**config.mk**
```make
export PLATFORM = sky130hd
export DESIGN_NAME = load_store_unit
export DESIGN_NICKNAME = d
export VERILOG_FILES = /design/src/rtl/load_store_unit.sv
export SDC_FILE = /design/constraint.sdc
export NUM_CORES = 1
export LEC_CHECK = 0
export BUFFER_PORTS_ARGS = -buffer_cell sky130_fd_sc_hd__buf_4
export CAP_MARGIN = 20
export CORE_ASPECT_RATIO = 0.6
export CORE_UTILIZATION = 46
export DETAILED_ROUTE_END_ITERATION = 12
export GPL_ROUTABILITY_DRIVEN = 0
export PLACE_DENSITY = 0.88
export SLEW_MARGIN = 20
export SYNTH_ARGS = -nofsm -noshare
export SYNTH_HDL_FRONTEND = slang
export SYNTH_SLANG_ARGS = --single-unit
```
**constraint.sdc**
```tcl
create_clock -name clk -period 1.9 [get_ports clk]
set_clock_uncertainty 0.2 [all_clocks]
set_input_delay 0.19 -clock clk [delete_from_list [all_inputs] [get_ports clk]]
set_output_delay 0.19 -clock clk [all_outputs]
set_load 0.03 [all_outputs]
```
**src/rtl/load_store_unit.sv**
```systemverilog
// RV32 load/store unit: validates and aligns a datapath access, runs one memory
// handshake (req/gnt, then rvalid for loads) and returns an extended, one-cycle response.
module load_store_unit #(
  parameter int unsigned TIMEOUT = 16
) (
  input  logic        clk,
  input  logic        rst,
  input  logic        req_valid,
  output logic        req_ready,
  input  logic        req_we,
  input  logic [2:0]  req_funct3,
  input  logic [31:0] req_addr,
  input  logic [31:0] req_wdata,
  output logic        rsp_valid,
  output logic [31:0] rsp_rdata,
  output logic        rsp_err,
  output logic        mem_req,
  output logic        mem_we,
  output logic [31:0] mem_addr,
  output logic [31:0] mem_wdata,
  output logic [3:0]  mem_be,
  input  logic        mem_gnt,
  input  logic        mem_rvalid,
  input  logic [31:0] mem_rdata
);

  typedef enum logic [1:0] {
    S_IDLE,
    S_REQ,
    S_WAIT_RSP,
    S_RESP
  } state_e;

  localparam logic [7:0] TIMEOUT_LAST = 8'(TIMEOUT - 1);

  state_e      state_q, state_d;
  logic        we_q, we_d;
  logic [2:0]  funct3_q, funct3_d;
  logic [31:0] addr_q, addr_d;
  logic [31:0] wdata_q, wdata_d;
  logic [31:0] rdata_q, rdata_d;
  logic        err_q, err_d;
  logic [7:0]  cnt_q, cnt_d;

  logic        f3_legal;
  logic        aligned;
  logic        acc_err;
  logic [31:0] lane;
  logic [31:0] load_ext;

  // Accept-time checks work on the live request inputs, so errors never touch memory.
  always_comb begin
    if (req_we) f3_legal = req_funct3 inside {3'b000, 3'b001, 3'b010};
    else        f3_legal = req_funct3 inside {3'b000, 3'b001, 3'b010, 3'b100, 3'b101};
    case (req_funct3[1:0])
      2'b01:   aligned = !req_addr[0];
      2'b10:   aligned = (req_addr[1:0] == 2'b00);
      default: aligned = 1'b1;
    endcase
    acc_err = !f3_legal || !aligned;
  end

  // Move the addressed lane down to bit 0, then extend according to the width code.
  always_comb begin
    lane = mem_rdata >> {addr_q[1:0], 3'b000};
    case (funct3_q)
      3'b000:  load_ext = {{24{lane[7]}}, lane[7:0]};
      3'b001:  load_ext = {{16{lane[15]}}, lane[15:0]};
      3'b100:  load_ext = {24'h0, lane[7:0]};
      3'b101:  load_ext = {16'h0, lane[15:0]};
      default: load_ext = mem_rdata;
    endcase
  end

  // NOTE: sequential state uses non-blocking assignments so every register samples
  // the pre-edge values; blocking here would create order-dependent simulation.
  always_ff @(posedge clk or negedge rst) begin
    if (!rst) begin
      state_q  <= S_IDLE;
      we_q     <= 1'b0;
      funct3_q <= 3'b000;
      addr_q   <= 32'h0;
      wdata_q  <= 32'h0;
      rdata_q  <= 32'h0;
      err_q    <= 1'b0;
      cnt_q    <= 8'h0;
    end else begin
      state_q  <= state_d;
      we_q     <= we_d;
      funct3_q <= funct3_d;
      addr_q   <= addr_d;
      wdata_q  <= wdata_d;
      rdata_q  <= rdata_d;
      err_q    <= err_d;
      cnt_q    <= cnt_d;
    end
  end

  // NOTE: every signal gets a hold default before the case so no path infers a latch.
  always_comb begin
    state_d  = state_q;
    we_d     = we_q;
    funct3_d = funct3_q;
    addr_d   = addr_q;
    wdata_d  = wdata_q;
    rdata_d  = rdata_q;
    err_d    = err_q;
    cnt_d    = cnt_q;
    case (state_q)
      S_IDLE: begin
        if (req_valid) begin
          we_d     = req_we;
          funct3_d = req_funct3;
          addr_d   = req_addr;
          wdata_d  = req_wdata;
          rdata_d  = 32'h0;
          err_d    = acc_err;
          cnt_d    = 8'h0;
          state_d  = acc_err ? S_RESP : S_REQ;
        end
      end
      S_REQ: begin
        if (mem_gnt) begin
          cnt_d   = 8'h0;
          state_d = we_q ? S_RESP : S_WAIT_RSP;
        end
      end
      S_WAIT_RSP: begin
        if (mem_rvalid) begin
          rdata_d = load_ext;
          state_d = S_RESP;
        end else if (cnt_q == TIMEOUT_LAST) begin
          err_d   = 1'b1;
          state_d = S_RESP;
        end else begin
          cnt_d = cnt_q + 8'd1;
        end
      end
      default: state_d = S_IDLE;
    endcase
  end

  always_comb begin
    req_ready = (state_q == S_IDLE);
    rsp_valid = 1'b0;
    rsp_rdata = 32'h0;
    rsp_err   = 1'b0;
    mem_req   = 1'b0;
    mem_we    = 1'b0;
    mem_addr  = 32'h0;
    mem_wdata = 32'h0;
    mem_be    = 4'b0000;
    case (state_q)
      S_REQ: begin
        mem_req  = 1'b1;
        mem_we   = we_q;
        mem_addr = {addr_q[31:2], 2'b00};
        case (funct3_q[1:0])
          2'b00: begin
            mem_be    = 4'b0001 << addr_q[1:0];
            mem_wdata = {4{wdata_q[7:0]}};
          end
          2'b01: begin
            mem_be    = 4'b0011 << addr_q[1:0];
            mem_wdata = {2{wdata_q[15:0]}};
          end
          default: begin
            mem_be    = 4'b1111;
            mem_wdata = wdata_q;
          end
        endcase
      end
      S_RESP: begin
        rsp_valid = 1'b1;
        rsp_rdata = rdata_q;
        rsp_err   = err_q;
      end
      default: ;
    endcase
  end

endmodule

```
==> metrics.cfg <==
[sta]
period_share_pct=112
setup_viol=199
slew_headroom_pct=61.7
tightest_slew_ps=566
rsz0062_at_grt=true
fmax_ghz=0.469
fin_ws_ps=-233
setup_tns_ps=-23530
finalHoldViolations=0
drv_slew=0
period_minus_slack_ps=2130

[yosys]
synth.area.top_cells=dfrtp_1 46%, mux2_2 12%, and2_1 7.5%
synth_area_um2=6100
ys_types=54
synth-seq-area-share_pct=45.5
yosysTopAreaCellShare_pct=45.5
synth_warnings=0
postSynth.asyncResetShare_pct=100
synth_area_per_cell_um2=10.6
synth_edf_count=0
ys.flop_type=dfrtp_1
synth_area_leader_cell=dfrtp_1
syn_inst=578
ys_ff_latch=111

[final_layout]
drive_above_1_share_pct=53.9
fillers=522
design_area_um2=11200
num-nets-final=1069
utilization_pct=87.0
area_delta_synth_final_pct=83.8

[route]
post-route-drc-count=0
drt_iter0_drc=575
wl_per_cell_um=26.4
firstDrtPassIters=5
vias=7056
ant_nets=0
vias_per_cell=6.23
routed_wl_mm=29.9

[cts]
cts.clk_slew.worst_paths_ps=80
numCtsBuffers=9
cts-htree-levels=3
worstSkewPairLatency_ps=350
cts_buffer_depth=2
cts_tree=yes
cts_sinks=111
cts_root_buf=clkbuf_16

[die]
die_area_um2=13700
core_um2=12900
num_rows=32
die_h_um=91.2
fp.dieW_um=151
start_util_pct=47.3
pin_count=210

[pwr]
power.total_uw=19200
p_leak_uw=0.00521
power_density_nw_per_um2=1710
vdd_drop_max_v=0.000960

[setup_path]
path_buf_inv=4
cpPeakStageDelay_ps=430
cp_max_fo=6
critPathTopFamily=buffers and inverters
critical_path_class=register to output port
end_kind=output port
cp.required_ps=1510
worstPathArrival_ps=1740
slowest_stage=dfrtp_1
path_cells=inv_2 > ha_4 > buf_12 > clkbuf_16 > nor2b_4 > buf_6
cp-start-kind=register

[global_route]
grt_pass1_wl_mm=37.5
grt_usage_pct=36.1
antenna_found_initial=0
grt_max_degree=37
gr-total-overflow=0
grt_pass1_vias=6770

[job]
maxCapViolCount=0

[placed_design]
portBuffers=207
dp_hpwl_mm=13.6
pre_cts_slack_ps=-264
dpl_cell_area_um2=8270

[status]
violations=setup timing
status=complete, but fails checks

[min_path]
hold_path.class=input pin to register

## cell type report
class	count	area (um2)	area share [%]
clock inverters	5	40.0	0.357
well taps	170	213	1.90
repair buffers	406	4200	37.4
clock buffers	11	253	2.25
flip-flops and latches	111	2780	24.8
multi-input cells	421	3700	33.0
diodes	1	2.50	0.0223
inverters	7	28.8	0.257
## per-layer routing
metal / GRT usage (%) / share of wire [%] / wire, um
met1: 44.1 / 36 / 10800
met2: 60.7 / 47 / 14100
met3: 9.55 / 11 / 3230
met4: 14.4 / 6.0 / 1810
met5: 0 / 0 / 0
## path summary, 6_finish.rpt
kind,end,cells past startpoint,from,slack [ps]
worst max register to register,rdata_q[7]$_DFFE_PN0P_,10,state_q[1]$_DFFE_PN0P_,-200
max in group asynchronous,rdata_q[19]$_DFFE_PN0P_,3,rst,770
min in group asynchronous,wdata_q[20]$_DFFE_PN0P_,2,rst,170
worst max-delay path,mem_wdata[16],6,state_q[1]$_DFFE_PN0P_,-230
worst min-delay path,rdata_q[8]$_DFFE_PN0P_,3,mem_rdata[8],30
worst min register to register,rdata_q[4]$_DFFE_PN0P_,2,rdata_q[4]$_DFFE_PN0P_,270
## kinds of logic (layout without fill, tap and decap cells)
logic type / count (synthesis) / after routing / share of synthesized area (%)
AND/OR/NAND/NOR: 193 / 196 / 17.2
flip-flops: 111 / 111 / 45.5
AO/OA/AOI/OAI: 123 / 123 / 15.4
adder cells (fa/ha/maj): 8 / 8 / 1.64
multiplexers: 92 / 92 / 16.5
other: 1 / 3 / 0.0614
buffers and inverters: 50 / 429 / 3.59
## through the flow
stage | cells | hold WS (ps)
detailed placement | 966 | -18.1
global placement | 966 | -20.8
global route | 1131 | -0.956
CTS | 1103 | 1.42
floorplan | 579 | -306
finish | 1132 | 25.8
## flip-flops by register name (all words and copies together), names as in the netlist
signal	count
we_q	1
funct3_q	3
cnt_q	8
rdata_q	32
addr_q	32
err_q	1
state_q	2
wdata_q	32
## placed cells by master, fill, tap and decap left out, types with 8 or more instances in the layout
| cell type | n |
|---|---|
| buf_4 | 182 |
| dfrtp_1 | 108 |
| dlygate4sd3_1 | 99 |
| buf_6 | 88 |
| mux2_2 | 55 |
| nand2_1 | 45 |
| and2_4 | 41 |
| and2_1 | 33 |
| mux2i_1 | 22 |
| o21ai_0 | 22 |
| clkbuf_16 | 21 |
| a221o_1 | 16 |
| buf_12 | 14 |
| mux2_4 | 13 |
| o21ai_1 | 12 |
| nand2_2 | 11 |
| nor2b_4 | 9 |
| nor2b_1 | 8 |
| a21boi_2 | 8 |
| o2bb2ai_1 | 8 |
## timing repair
action / CTS / global route
resized for setup: 160 / 99
hold endpoints to repair: 208 / 1
gates cloned: 11 / 19
buffers inserted: 12 / 11
hold buffers: 98 / 1
pin swaps: 14 / 30
setup endpoints to repair: 133 / 209
## Yosys cell counts (all sizes together) (2+ instances only)
cell,n
inv,6
and4b,2
o211ai,6
a22oi,2
a2bb2oi,3
mux2,68
and3,2
a22o,2
a21oi,13
nor2,10
o211a,8
ha,8
a311oi,2
a31o,2
clkbuf,26
o2bb2ai,8
dfrtp,111
a221o,17
mux2i,24
buf,17
nand4b,4
nand2b,9
nand3,4
a21boi,10
nand2,58
o221ai,3
nor3,5
o21ai,36
or3,2
nor2b,19
and2,74
nor4,2
## power breakdown
| part | internal, uW | switching (uW) | leakage, uW |
|---|---|---|---|
| Clock | 978 | 965 | 0.000147 |
| Combinational | 6380 | 6320 | 0.00368 |
| Sequential | 3460 | 1100 | 0.00138 |
## worst min-delay path: cells and delay by family
kind	cells	cell delay, ps
AOI/OAI and AO/OA	2	230
buffers and inverters	1	100
Power figures use the tool's default switching activity.
